$ cat src/rtl/rom_fetch_engine.sv
// Sequential ROM fetch engine: issues addresses, absorbs the ROM's one-cycle read
// latency, and buffers {addr, data} bytes in a prefetch FIFO with a valid/ready head.
module rom_fetch_engine #(
  parameter int unsigned ADDR_WIDTH = 8,
  parameter int unsigned DATA_WIDTH = 8,
  parameter int unsigned FIFO_DEPTH = 4,
  parameter logic [ADDR_WIDTH-1:0] RESET_VECTOR = '0
) (
  input  logic                  CLK,
  input  logic                  RESETN,
  input  logic                  ENABLE,
  output logic [ADDR_WIDTH-1:0] ROM_ADDR,
  input  logic [DATA_WIDTH-1:0] ROM_DATA,
  input  logic                  JUMP,
  input  logic [ADDR_WIDTH-1:0] JUMP_ADDR,
  output logic [DATA_WIDTH-1:0] INSTR,
  output logic [ADDR_WIDTH-1:0] INSTR_ADDR,
  output logic                  INSTR_VALID,
  input  logic                  INSTR_READY
);

  localparam int unsigned PTR_W = (FIFO_DEPTH > 1) ? $clog2(FIFO_DEPTH) : 1;
  localparam int unsigned CNT_W = $clog2(FIFO_DEPTH + 1);

  typedef enum logic [1:0] {
    S_IDLE  = 2'd0,
    S_FETCH = 2'd1,
    S_STALL = 2'd2
  } state_e;

  state_e                 state_q, state_d;
  logic [ADDR_WIDTH-1:0]  fetch_pc_q, fetch_pc_d;
  logic                   inflight_valid_q, inflight_valid_d;
  logic [ADDR_WIDTH-1:0]  inflight_addr_q, inflight_addr_d;
  logic [ADDR_WIDTH-1:0]  addr_mem_q [FIFO_DEPTH];
  logic [ADDR_WIDTH-1:0]  addr_mem_d [FIFO_DEPTH];
  logic [DATA_WIDTH-1:0]  data_mem_q [FIFO_DEPTH];
  logic [DATA_WIDTH-1:0]  data_mem_d [FIFO_DEPTH];
  logic [PTR_W-1:0]       wr_ptr_q, wr_ptr_d;
  logic [PTR_W-1:0]       rd_ptr_q, rd_ptr_d;
  logic [CNT_W-1:0]       count_q, count_d;

  logic credit_ok_c;
  logic issue_c;
  logic push_c;
  logic pop_c;

  // Conservative credit: an in-flight byte reserves a slot, a same-cycle pop frees none.
  assign credit_ok_c = (count_q + CNT_W'(inflight_valid_q)) < CNT_W'(FIFO_DEPTH);
  assign push_c      = inflight_valid_q && !JUMP;
  assign pop_c       = INSTR_VALID && INSTR_READY;

  assign ROM_ADDR    = fetch_pc_q;
  assign INSTR       = data_mem_q[rd_ptr_q];
  assign INSTR_ADDR  = addr_mem_q[rd_ptr_q];
  assign INSTR_VALID = (count_q != '0);

  // FSM state register
  always_ff @(posedge CLK or negedge RESETN) begin
    if (!RESETN) begin
      state_q <= S_IDLE;
    end else begin
      state_q <= state_d;
    end
  end

  // FSM next state
  always_comb begin
    state_d = state_q;
    case (state_q)
      S_IDLE:  if (ENABLE) state_d = S_FETCH;
      S_FETCH: if (!credit_ok_c) state_d = S_STALL;
      S_STALL: if (credit_ok_c) state_d = S_FETCH;
      default: state_d = S_IDLE;
    endcase
    if (!ENABLE) state_d = S_IDLE;
  end

  // FSM output: issue gating; the state itself only tracks it
  always_comb begin
    issue_c = 1'b0;
    if (ENABLE && !JUMP && credit_ok_c) issue_c = 1'b1;
  end

  // Fetch pointer, in-flight tracking and FIFO next state; JUMP overrides everything
  always_comb begin
    fetch_pc_d       = fetch_pc_q;
    inflight_valid_d = 1'b0;
    inflight_addr_d  = inflight_addr_q;
    wr_ptr_d         = wr_ptr_q;
    rd_ptr_d         = rd_ptr_q;
    count_d          = count_q;
    addr_mem_d       = addr_mem_q;
    data_mem_d       = data_mem_q;

    if (JUMP) begin
      fetch_pc_d = JUMP_ADDR;
      rd_ptr_d   = wr_ptr_q;
      count_d    = '0;
    end else begin
      if (issue_c) begin
        inflight_valid_d = 1'b1;
        inflight_addr_d  = fetch_pc_q;
        fetch_pc_d       = fetch_pc_q + ADDR_WIDTH'(1);
      end
      if (push_c) begin
        addr_mem_d[wr_ptr_q] = inflight_addr_q;
        data_mem_d[wr_ptr_q] = ROM_DATA;
        wr_ptr_d             = wr_ptr_q + PTR_W'(1);
      end
      if (pop_c) begin
        rd_ptr_d = rd_ptr_q + PTR_W'(1);
      end
      case ({push_c, pop_c})
        2'b10:   count_d = count_q + CNT_W'(1);
        2'b01:   count_d = count_q - CNT_W'(1);
        default: count_d = count_q;
      endcase
    end
  end

  always_ff @(posedge CLK or negedge RESETN) begin
    if (!RESETN) begin
      fetch_pc_q       <= RESET_VECTOR;
      inflight_valid_q <= 1'b0;
      inflight_addr_q  <= '0;
      wr_ptr_q         <= '0;
      rd_ptr_q         <= '0;
      count_q          <= '0;
      for (int i = 0; i < int'(FIFO_DEPTH); i++) begin
        addr_mem_q[i] <= '0;
        data_mem_q[i] <= '0;
      end
    end else begin
      fetch_pc_q       <= fetch_pc_d;
      inflight_valid_q <= inflight_valid_d;
      inflight_addr_q  <= inflight_addr_d;
      wr_ptr_q         <= wr_ptr_d;
      rd_ptr_q         <= rd_ptr_d;
      count_q          <= count_d;
      addr_mem_q       <= addr_mem_d;
      data_mem_q       <= data_mem_d;
    end
  end

endmodule

$ cat config.mk
export PLATFORM = sky130hd
export DESIGN_NAME = rom_fetch_engine
export DESIGN_NICKNAME = d
export VERILOG_FILES = /design/src/rtl/rom_fetch_engine.sv
export SDC_FILE = /design/constraint.sdc
export NUM_CORES = 1
export LEC_CHECK = 0
export BUFFER_PORTS_ARGS = -buffer_cell sky130_fd_sc_hd__buf_2
export CAP_MARGIN = 10
export CORE_UTILIZATION = 43
export DETAILED_ROUTE_END_ITERATION = 6
export GPL_TIMING_DRIVEN = 1
export PLACE_DENSITY = 0.65
export SLEW_MARGIN = 10
export SYNTH_ARGS = -nofsm -noshare
export SYNTH_HDL_FRONTEND = slang
export SYNTH_SLANG_ARGS = --single-unit
$ cat constraint.sdc
create_clock -name CLK -period 3.3 [get_ports CLK]
set_input_delay 0.495 -clock CLK [delete_from_list [all_inputs] [get_ports CLK]]
set_output_delay 0.495 -clock CLK [all_outputs]
set_load 0.03 [all_outputs]
* Word-level counts from Yosys, hierarchy flattened
Index checks and enable logic that the tools add are counted.
W data, S select, Z words.
** Word-level totals
- Register bits :: 88
- Output and inout bits :: 25
- Logic and storage cells :: 60
** Cells by class
- $add $sub $neg :: 6
- Order comparisons :: 4
- Equal/unequal tests :: 2
- Muxes and demuxes :: 19
- Bitwise operators :: 3
- Reductions and logical operators :: 12
** Operators by type and width (count)
- $bwmux W32 :: 2
- $mux W8 :: 7
- $bmux W8 S2 :: 2
- $demux W8 S2 :: 1
- $add A8 B1 Y8 const B :: 1
- $ge A3 B3 Y1 const B :: 2
- $not A2 Y3 :: 2
- $pmux W3 S2 :: 1
- $reduce_bool A3 Y1 :: 2
- $logic_and A1 B1 Y1 :: 5
- $add A2 B1 Y2 const B :: 2
- $mux W2 :: 2
- $reduce_and A2 Y1 :: 2
- $reduce_bool A2 Y1 :: 2
- $add A3 B1 Y3 :: 1
- $add A3 B1 Y3 const B :: 1
- $lt A3 B1 Y1 const B :: 1
- $lt A3 B3 Y1 const B :: 1
- $mux W1 :: 3
- $mux W3 :: 1
- $sub A3 B1 Y3 const B :: 1
- $eq A2 B1 Y1 const B :: 1
- $eq A2 B2 Y1 const B :: 1
- $logic_not A1 Y1 :: 1
- $not A1 Y1 :: 1

* Logic depth before layout (Yosys ltp)
- Word-level depth :: 6
- Gate-level depth with buffers :: 8
- Depth with buffers taken out :: 6

* Worst setup path after synthesis
Ideal clock, no wire load.
- Kind :: register -> output
- Start point :: reg rd_ptr_q[0]
- End point :: out INSTR[6]
- Arrival time :: 1.501 ns
- Path slack :: 1.304 ns
- Stages on the path, launching flop included :: 4
- Path through :: dfrtp_1 -> buf_2 -> buf_2 -> mux4_2
** On the way
- Longest elaborated chain between the ends :: 4
** RTL lines
- start: declaration :: RTL line 40 : logic [PTR_W-1:0] rd_ptr_q, rd_ptr_d;
- start signal: assignment :: RTL line 139 : rd_ptr_q <= rd_ptr_d;
- $not A2 Y3 (implied by the code) :: RTL line 54 : assign INSTR = data_mem_q[rd_ptr_q];
- $bmux W8 S2 :: RTL line 54
- $mux W8 (implied by the code) (2 in a row) :: RTL line 54
- end: declaration :: RTL line 16 : output logic [DATA_WIDTH-1:0] INSTR,
Every way passes these cells. The select of a mux whose other input is x is not followed.

* Final worst setup path
- Start point :: reg rd_ptr_q[0]
- End point :: out INSTR[2]
Same word-level chain as after synthesis.

==> impl_metrics.yaml <==
outcome:
  status: "finished clean"
clocking:
  cts_root_buf: "clkbuf_8"
  clk_latency_ns: 0.36
  postCtsHoldBufs: 0
  htree_num_levels: 3
  cts.repair.resized: 0
  clk_path_buf_depth: 2
  cts_tree: "built"
  post_cts.repair.setup_buffers: 0
  cts_buffers: 9
  clock_sinks: 88
  clk_pin_slew_worst_paths_ns: 0.09
timing:
  skew_ns: 0.00939
  whs_ns: 0.141
  worst_slew_pin_slew_ns: 0.880
  rsz0062_at_grt: "false"
  slew_viol_final: 0
  min_period_ns: 2.41
  relSlewSlack_pct: 41.3
  max_freq_mhz: 415
  setup_viol: 0
  fin_setup_tns_ns: 0
  period_share_pct: 73.0
  hold_viol: 0
yosys:
  synth_seq_area_share_pct: 54.8
  synth.distinct_cells: 39
  async_flop_share_pct: 100
  ys_ff_latch: 88
  synth_area_sq_um: 4020
  synth-main-ff-cell: "dfrtp_1"
  ys_warn_count: 0
  syn_inst: 274
  syn-mean-instance-area_sq_um: 14.7
  syn_nets: 301
  synth_edf_count: 0
place:
  hpwlAfterDp_um: 4840
  dp.cells: 414
  port_buffers: 45
  gp_congestion: 0.783
worst_hold_path:
  min_path_type: "input pin to async pin"
detailed_routing:
  wire_per_inst_um: 17.3
  first_pass_iters: 4
  avgViaCountPerCell: 5.59
  detail_route.wirelength_um: 7450
  num_vias: 2410
  drcViolationCount: 0
  drtAntennaViolNets: 0
  drt-initial-drc-count: 60
final_layout:
  n_antenna_cell: 0
  nets: 345
  n_fill_cell: 778
  synthToLayoutAreaGrowth_pct: 13.3
  stdcell_count: 431
  layout-drive-gt1-share_pct: 49.2
grt:
  overflow: 0
  antenna_found_initial: 0
  grt_pass1_vias: 2409
  grt_start_max_net_pins: 89
  track_usage_pct: 17.1
  grt_pass1_wl_um: 12600
floorplan:
  core_sq_um: 8890
  die_h_um: 98.7
  dieArea_sq_um: 9740
  die_w_um: 98.7
  initial_core_util_pct: 45.2
  placementRows: 34
  ios: 46
worst_setup_path:
  cp.arrival_ns: 1.91
  worst-path-max-fanout: 15
  endpoint_kind: "primary output"
  setup.worst_path.class: "flip-flop to primary output"
  cp_cell_sequence: "buf_4 -> mux4_2 -> buf_2"
  cp-start-kind: "flip-flop"
  required_ns: 2.80
  max_stage_delay_ns: 0.57
  cp_slowest_cell: "mux4_2"
power:
  ir_worst_vdd_uv: 300
  p_leak_nw: 2.04
  p_per_area_nw_per_um2: 986
flow_run:
  cap_violations: 0
## routing by layer
metal  vias up  wire length, um  global-route usage, %
met2        38             3620                   27.0
met4         0               83                   4.48
li1       1101                -                      -
met3         9              220                   4.89
met1      1262             3530                   23.4
met5         -                0                      0
## logic make-up after synthesis
group / share of synthesized area [%]
mux: 29.4
flops: 54.8
simple gates: 6.38
compound gates: 3.70
buf+inv: 2.18
xor+xnor: 1.49
fa+ha+maj: 2.05
## where the power goes
| part | total, mW | internal [mW] | switching [mW] |
|---|---|---|---|
| Combinational | 1.79 | 0.888 | 0.903 |
| Sequential | 1.92 | 1.56 | 0.361 |
| Clock | 0.781 | 0.381 | 0.400 |
## worst max-delay path, delay by kind of cell (launching register included)
| family | cells | cell delay [ns] |
|---|---|---|
| buffers and inverters | 2 | 0.55 |
| DFF | 1 | 0.45 |
| muxes | 1 | 0.57 |
## final timing paths
kind	from	end	slack (ns)	cells past startpoint
min in group CLK	JUMP_ADDR[3]	ROM_ADDR[3]$_DFFE_PN0P_	0.36	3
min	RESETN	inflight_addr_q[1]$_DFFE_PN0P_	0.14	1
max	rd_ptr_q[0]$_DFFE_PN0P_	INSTR[2]	0.89	3
max reg2reg	inflight_valid_q$_DFF_PN0_	count_q[2]$_DFFE_PN0P_	1.19	6
min reg2reg	addr_mem_q[31]$_DFFE_PN0P_	addr_mem_q[31]$_DFFE_PN0P_	0.51	1
max in group asynchronous	RESETN	data_mem_q[2]$_DFFE_PN0P_	2.49	2
## flip-flops by register name, summed over array words and instances (netlist names)
signal            count
wr_ptr_q              2
count_q               3
inflight_valid_q      1
ROM_ADDR              8
inflight_addr_q       8
rd_ptr_q              2
data_mem_q           32
addr_mem_q           32
## through the flow
stage / instance area, sq um / total power, mW / util, % / setup WS, ns
6_report: 4550 / 4.49 / 51.2 / 0.892
5_1_grt: 4550 / 4.79 / 51.2 / 0.768
4_1_cts: 4530 / 4.55 / 51.0 / 0.824
3_5_place_dp: 4320 / 3.76 / 48.6 / 0.899
3_3_place_gp: 4320 / 3.70 / 48.6 / 0.969
2_1_floorplan: 4020 / 3.28 / - / 1.30
## area by class of cell
type / count / area [sq um] / share of cell area (%)
timing repair buffer: 47 / 255 / 5.61
inverter: 5 / 18.8 / 0.412
clock buffer: 10 / 138 / 3.02
sequential: 88 / 2200 / 48.4
tap: 108 / 135 / 2.97
multi-input combinational: 167 / 1730 / 38.0
clock inverter: 6 / 75.1 / 1.65
## synth_stat cells (2+ instances only)
library cell   n  area share [%]
a31oi_1        4            0.62
and2_1         2            0.31
buf_2          7            0.87
buf_4          2            0.37
clkbuf_1       4            0.37
dfrtp_1       88              55
ha_1           5             1.6
inv_1          5            0.47
mux2_2        72              20
mux4_2        16             9.0
nand2_1        6            0.56
nand2_2        4            0.62
nand3_1        8             1.0
nand4_1        2            0.31
nor2_1         6            0.56
nor3_1         4            0.50
o211ai_1       2            0.37
o21ai_0        7            0.87
o31a_1         2            0.44
or3_1          4            0.62
or4_1          3            0.56
xnor2_1        3            0.65
xor2_1         2            0.44
## cells in the final DEF (no fill, tap or decap), drive strengths merged, types with 2 or more instances in the layout
| master | count |
|---|---|
| nor2 | 6 |
| o31a | 2 |
| clkinv | 2 |
| nand3 | 9 |
| o211ai | 2 |
| buf | 47 |
| mux2 | 72 |
| or4 | 3 |
| nand2 | 10 |
| dfrtp | 88 |
| xnor2 | 3 |
| and3 | 2 |
| nand4 | 2 |
| and2 | 2 |
| o31ai | 2 |
| o21ai | 7 |
| inv | 7 |
| ha | 5 |
| a31oi | 4 |
| clkbuf | 10 |
| or3 | 4 |
| mux4 | 16 |
| nor3 | 4 |
| xor2 | 3 |
Power figures use the tool's default switching activity.
